**src/rtl/sha3_out_serializer.sv**
```systemverilog
// Buffers up to DEPTH finished Keccak states and streams each one out as CHUNK_W-bit chunks, LSB first.
// Registered outputs: chunk 0 appears one cycle after the write; outputs hold while stopout is asserted.
module sha3_out_serializer #(
   parameter int STATE_W = 1600,
   parameter int CHUNK_W = 200,
   parameter int TAG_W   = 8,
   parameter int DEPTH   = 2,
   parameter int IX_W    = 3
) (
   input  logic               clk,
   input  logic               reset,
   input  logic               pushin,
   input  logic [STATE_W-1:0] din,
   input  logic [TAG_W-1:0]   tagin,
   input  logic [IX_W-1:0]    lastixin,
   output logic               full,
   input  logic               stopout,
   output logic               pushout,
   output logic [CHUNK_W-1:0] dout,
   output logic [IX_W-1:0]    doutix,
   output logic [TAG_W-1:0]   tagout,
   output logic               lastout,
   output logic               ovf
);
   localparam int NCH = STATE_W / CHUNK_W;
   localparam int XW  = (NCH > 1) ? $clog2(NCH) : 1;
   localparam int PW  = (DEPTH > 1) ? $clog2(DEPTH) : 1;
   localparam int CW  = $clog2(DEPTH + 1);

   if (STATE_W % CHUNK_W != 0) begin : g_bad_chunk
      $error("STATE_W must be a multiple of CHUNK_W");
   end
   if ((2 ** IX_W) < NCH) begin : g_bad_ix
      $error("IX_W too narrow for the number of chunks");
   end

   typedef enum logic [0:0] {IDLE, SEND} state_t;
   state_t state, state_nx;

   logic [CHUNK_W-1:0] mem_dat [DEPTH][NCH];
   logic [TAG_W-1:0]   mem_tag [DEPTH];
   logic [IX_W-1:0]    mem_lix [DEPTH];

   logic [PW-1:0]      wr_ptr, rd_ptr, rd_nxt, wr_nxt;
   logic [CW-1:0]      count, count_nx;
   logic               wr, pop;
   logic [IX_W-1:0]    lix_in;
   logic [CHUNK_W-1:0] dout_nx;
   logic [IX_W-1:0]    ix_nx;
   logic [TAG_W-1:0]   tag_nx;
   logic               last_nx, push_nx;

   assign wr       = pushin && !full;
   assign rd_nxt   = (rd_ptr == PW'(DEPTH - 1)) ? '0 : rd_ptr + PW'(1);
   assign wr_nxt   = (wr_ptr == PW'(DEPTH - 1)) ? '0 : wr_ptr + PW'(1);
   assign count_nx = count + CW'(wr) - CW'(pop);
   // Digest lengths beyond the state size are clamped to the last chunk.
   assign lix_in   = ({1'b0, lastixin} > (IX_W + 1)'(NCH - 1)) ? IX_W'(NCH - 1) : lastixin;

   always_ff @(posedge clk) begin
      if (wr) begin
         for (int i = 0; i < NCH; i++) begin
            mem_dat[wr_ptr][i] <= din[i*CHUNK_W +: CHUNK_W];
         end
         mem_tag[wr_ptr] <= tagin;
         mem_lix[wr_ptr] <= lix_in;
      end
   end

   always_ff @(posedge clk or posedge reset) begin
      if (reset) state <= IDLE;
      else       state <= state_nx;
   end

   always_comb begin
      state_nx = state;
      pop      = 1'b0;
      push_nx  = pushout;
      dout_nx  = dout;
      ix_nx    = doutix;
      tag_nx   = tagout;
      last_nx  = lastout;
      case (state)
         IDLE: begin
            if (count != '0) begin
               state_nx = SEND;
               push_nx  = 1'b1;
               ix_nx    = '0;
               dout_nx  = mem_dat[rd_ptr][0];
               tag_nx   = mem_tag[rd_ptr];
               last_nx  = (mem_lix[rd_ptr] == '0);
            end
         end
         SEND: begin
            if (pushout && !stopout) begin
               if (!lastout) begin
                  ix_nx   = doutix + IX_W'(1);
                  dout_nx = mem_dat[rd_ptr][XW'(ix_nx)];
                  last_nx = (ix_nx == mem_lix[rd_ptr]);
               end else begin
                  pop = 1'b1;
                  // Next entry already buffered: start it without a bubble.
                  if (count > CW'(1)) begin
                     ix_nx   = '0;
                     dout_nx = mem_dat[rd_nxt][0];
                     tag_nx  = mem_tag[rd_nxt];
                     last_nx = (mem_lix[rd_nxt] == '0);
                  end else begin
                     state_nx = IDLE;
                     push_nx  = 1'b0;
                     ix_nx    = '0;
                     dout_nx  = '0;
                     tag_nx   = '0;
                     last_nx  = 1'b0;
                  end
               end
            end
         end
         default: state_nx = IDLE;
      endcase
   end

   always_ff @(posedge clk or posedge reset) begin
      if (reset) begin
         wr_ptr  <= '0;
         rd_ptr  <= '0;
         count   <= '0;
         full    <= 1'b0;
         ovf     <= 1'b0;
         pushout <= 1'b0;
         dout    <= '0;
         doutix  <= '0;
         tagout  <= '0;
         lastout <= 1'b0;
      end else begin
         if (wr)  wr_ptr <= wr_nxt;
         if (pop) rd_ptr <= rd_nxt;
         count   <= count_nx;
         full    <= (count_nx == CW'(DEPTH));
         ovf     <= ovf | (pushin & full);
         pushout <= push_nx;
         dout    <= dout_nx;
         doutix  <= ix_nx;
         tagout  <= tag_nx;
         lastout <= last_nx;
      end
   end
endmodule

```
**config.mk**
```make
export PLATFORM = sky130hd
export DESIGN_NAME = sha3_out_serializer
export DESIGN_NICKNAME = d
export VERILOG_FILES = /design/src/rtl/sha3_out_serializer.sv
export SDC_FILE = /design/constraint.sdc
export NUM_CORES = 2
export LEC_CHECK = 0
export ABC_CLOCK_PERIOD_IN_PS = 100500
export BUFFER_PORTS_ARGS = -buffer_cell sky130_fd_sc_hd__buf_2
export CAP_MARGIN = 40
export CORE_AREA = 2 2 723 725
export DETAILED_ROUTE_END_ITERATION = 7
export DIE_AREA = 0 0 725 727
export SYNTH_ARGS = -nofsm -noshare
export SYNTH_HDL_FRONTEND = slang
export SYNTH_SLANG_ARGS = --single-unit
```
**constraint.sdc**
```tcl
create_clock -name clk -period 100.5 [get_ports clk]
set_input_delay 10.05 -clock clk [delete_from_list [all_inputs] [get_ports clk]]
set_output_delay 10.05 -clock clk [all_outputs]
set_load 0.01 [all_outputs]
```
# Word level (Yosys, flattened, before mapping)
# Memory sizes are Yosys's and may differ from the RTL's.
# Index checks and enable logic that the tools add are counted.
# op_classes
mux	39
n_reduce_logical	10
n_bitwise	4
eq_ne	6
magnitude_cmp	2
n_addsub	5
# ops
op	count
two-way mux 200 bit	6
binary-select mux 200 bit (select 3 bit)	1
case mux 200 bit (2 select lines)	1
two-way mux 8 bit	4
two-way mux 1 bit	19
case mux 8 bit (2 select lines)	1
two-way mux 3 bit	3
logical NOT 3 bit	2
!= test 2 bit, second input constant	3
case mux 1 bit (2 select lines)	3
case mux 3 bit (2 select lines)	1
>= comparator 4 bit, second input constant	1
inverter 3 -> 4 bit	1
AND reduction 4 bit	1
adder 3 x 1 -> 3 bit, second input constant	1
equality test 3 bit	1
AND reduction 3 bit	1
adder 1 bit, second input constant	2
adder 2 x 1 -> 2 bit	1
equality test 2 bit, second input constant	1
> comparator 2 x 1 -> 1 bit, second input constant	1
logical AND 1 bit	2
logical NOT 1 bit	2
!= test 2 x 1 -> 1 bit, second input constant	1
other kinds (6)	6
# word_totals
n_memories	3
ram_bits	3222
register_bits	220
elab_cells	80
inputBits	1615
output_inout_bits	215
# memory_table
memory	depth	width	read_ports	rd_ports_with_merged_regs	wr	line_no	rtl
mem_dat	2	1600	2	0	1	40	logic [CHUNK_W-1:0] mem_dat [DEPTH][NCH];
mem_tag	2	8	2	0	1	41	logic [TAG_W-1:0] mem_tag [DEPTH];
mem_lix	2	3	2	0	1	42	logic [IX_W-1:0] mem_lix [DEPTH];

# Depth between registers and ports, before layout
# depth
depth_word	8
mapped_depth	10
mapped_depth_nobuf	9

# Least setup slack after synthesis
# Ideal clock, no wire load.
# synth_path
path_type	input to register
start	input pushin
end	memory mem_dat[0][0] (netlist name) (enable)
path_slack_ps	20147
t_arrival_ps	76710
required_time_ps	96857
cell_stages	2
n_path_buf	0
setup_ps	3643
path_cell_list	nand2b_1 nor2_1
# synth_between
elab_chain_len	3
# synth_rtl
element	line_no	rtl
start: declaration	12	input logic pushin,
logical AND 1 bit	53	assign wr = pushin && !full;
two-way mux 1 bit	61	if (wr) begin
two-way mux 1 bit (implied by the code)	63	mem_dat[wr_ptr][i] <= din[i*CHUNK_W +: CHUNK_W];
end: declaration	40	
# Every way passes these cells.

# Worst setup path after layout
# layout_path
start	input pushin
end	memory mem_dat[0][1012] (netlist name) (enable)
# Same word-level chain as after synthesis.

==> flow_metrics.py <==
metrics = {
    "cts": {
        "post-cts-setup-buffers": 0,
        "cts.clk_slew.worst_paths_ns": 0.06,
        "ctsResizeCount": 0,
        "insertion_delay_ns": 0.99,
        "clock-sinks": 3442,
        "cts-root-buf": "clkbuf_16",
        "clk_path_buf_depth": 4,
        "cts.hold.buffers_added": 0,
        "numCtsBuffers": 372,
        "cts-htree-levels": 5,
        "cts_tree": "done",
    },
    "floorplanning": {
        "placementRows": 265,
        "design.core.area_sq_mm": 0.5192,
        "ios": 1830,
        "die_w_um": 725,
        "die-area_sq_mm": 0.5271,
        "initial_core_util_pct": 25.95,
        "die_h_um": 727,
    },
    "routing": {
        "dr.pass1.iters": 6,
        "wirelength_um": 525700,
        "drt-met1-wl_um": 189000,
        "met3WireLength_um": 51310,
        "routed_via_density": 4.999,
        "drt_first_iter_violations": 9254,
        "drc": 0,
        "avgRoutedWirePerCell_um": 32.99,
        "drtAntennaViolNets": 0,
        "wl_met2_um": 251500,
        "routed.top_layer": "met5",
        "vias": 79660,
    },
    "finish": {
        "nNetsFinal": 9975,
        "drive_gt1_share_pct": 37.62,
        "final_cells": 15940,
        "multi_input_area_sq_mm": 0.03051,
        "mostFrequentLayoutCells": "edfxtp_1, buf_2, mux4_2",
        "mostFrequentLayoutCell": "edfxtp_1",
        "regArea_sq_mm": 0.1023,
        "area_delta_synth_final_pct": 23.06,
        "fillers": 50260,
    },
    "placed_design": {
        "place_ws_ns": 84.48,
        "dp_hpwl_um": 390700,
        "dp.cells": 14930,
        "gp_congestion": 0.8678,
        "io_buffers": 1829,
    },
    "yosys": {
        "yosys_warnings": 0,
        "synth_edf_count": 3222,
        "syn_inst": 6448,
        "synth_cell_types": 44,
        "syn-cell-area_sq_mm": 0.1348,
        "syn_nets": 8066,
        "async_flop_share_pct": 6.392,
        "ys_ff_latch": 3442,
        "yosysSeqAreaShare_pct": 75.88,
        "synth.avg_cell_area_sq_um": 20.90,
        "ys.flop_type": "edfxtp_1",
    },
    "global_routing": {
        "grt_pass1_wl_um": 691700,
        "grt_usage_pct": 19.12,
        "grt_pass1_vias": 77140,
        "gr-total-overflow": 0,
        "grt_start_max_net_pins": 157,
        "antenna_found_initial": 623,
    },
    "critical_path": {
        "cp-start-kind": "input pin",
        "critPathKind": "input pin to register",
        "critPathRequiredTime_ns": 101.07,
        "path_max_fanout": 134,
        "critPathCaptureType": "register",
        "crit_arrival_ns": 15.54,
    },
    "power_and_ir_drop": {
        "leakagePower_nw": 55.41,
        "cellPowerDensity_mw_per_mm2": 30.39,
        "irDropWorstVdd_uv": 25.68,
        "p_total_mw": 5.040,
    },
    "timing": {
        "setup_violations": 0,
        "rsz0062_at_grt": "no",
        "setup_ws_ns": 85.53,
        "hold_viol": 0,
        "fmax_ghz": 0.06680,
        "drv_slew": 0,
        "min_period_ns": 14.97,
        "post-route-period-util_pct": 14.90,
        "relSlewSlack_pct": 24.98,
        "skew_ns": 0.09557,
        "fin_setup_tns_ns": 0,
        "worst_pin_slew_ns": 1.125,
    },
    "worst_hold_path": {
        "hold_path.class": "register to register",
    },
    "flow_run": {
        "drv_cap": 0,
    },
    "status": {
        "status": "complete, no violations",
    },
}
## metal layers
layer | global-route usage [%] | up-vias
met3 | 5.943 | 1529
li1 | - | 32180
met2 | 31.37 | 4539
met5 | 0 | -
met4 | 10.33 | 190
met1 | 22.42 | 41220
## registers in the layout (all words and copies together), names as in the netlist
register and cells:
rd_ptr 1, ovf 1, full 1, wr_ptr 1
mem_lix 6, tagout 8, mem_dat 3200, state 1
mem_tag 16, count 2, doutix 3, pushout 1
lastout 1, dout 200
## area by class of cell
| class | count | share of cell area [%] |
|---|---|---|
| clock inverter | 190 | 1.287 |
| antenna | 327 | 0.4934 |
| tap | 6942 | 5.238 |
| timing repair buffer | 2013 | 6.814 |
| multi-input combinational | 2522 | 18.40 |
| sequential | 3442 | 61.67 |
| clock buffer | 493 | 6.077 |
| inverter | 6 | 0.02716 |
## metrics by stage
step                hold slack [ns]  utilization (%)  area, sq um
finish                       0.4841            31.94       165800
global route                 0.4997            31.86       165400
CTS                          0.4814            31.78       165000
detailed placement           0.4640            29.43       152800
global placement             0.4751            29.27       152000
floorplan                    0.4681                -       134800
## report_power, final
part	switching, mW	internal (mW)
sequential	0.116	1.94
clock	0.593	0.784
combinational	1.02	0.589
total	1.73	3.31
## worst max-delay path, cell delays in order
cell,delay (ns)
buf_2,0.09
nand2b_1,0.21
nor2_4,0.76
buf_12,0.57
buf_4,0.77
buf_4,0.77
buf_4,0.73
buf_12,0.60
buf_4,0.30
buf_16,0.28
## kinds of logic (layout without fill, tap and decap cells)
group,count (synthesis),count (layout),share of synthesized area [%]
buffers and inverters,484,2702,1.613
other,0,327,0
AOI/OAI and AO/OA,1101,1101,6.722
muxes,1165,1165,14.96
xor gates and xnor gates,9,9,0.05850
and+or+nand+nor,244,244,0.7372
adders and majority gates,3,3,0.02786
DFF,3442,3442,75.88
## cell usage after synthesis, drive strengths merged, types with 73 or more instances
master  count  area, sq um
mux4      679        15290
a221oi    347         3039
o211ai     73        548.0
buf       239         1254
clkbuf    239        897.1
a22oi     180         1351
nor2       96        360.4
o311ai    111        972.2
dfrtp     220         5505
a31oi      74        462.9
edfxtp   3222        96750
o22a      112        980.9
nand2     117        439.2
mux2i     485         4855
## worst paths after layout
check                           cells after the start                to  startpoint  slack (ns)
worst max-delay path                               10  mem_dat[0][1012]      pushin       85.53
worst min-delay path                                1               ovf         ovf        0.48
worst max register to register                      9  mem_dat[0][1012]        full       94.17
worst min register to register                      1               ovf         ovf        0.48
max in group asynchronous                           5            rd_ptr       reset       88.56
min in group asynchronous                           2          dout[97]       reset        9.10
Note: power is estimated with default switching activity, not from simulation.
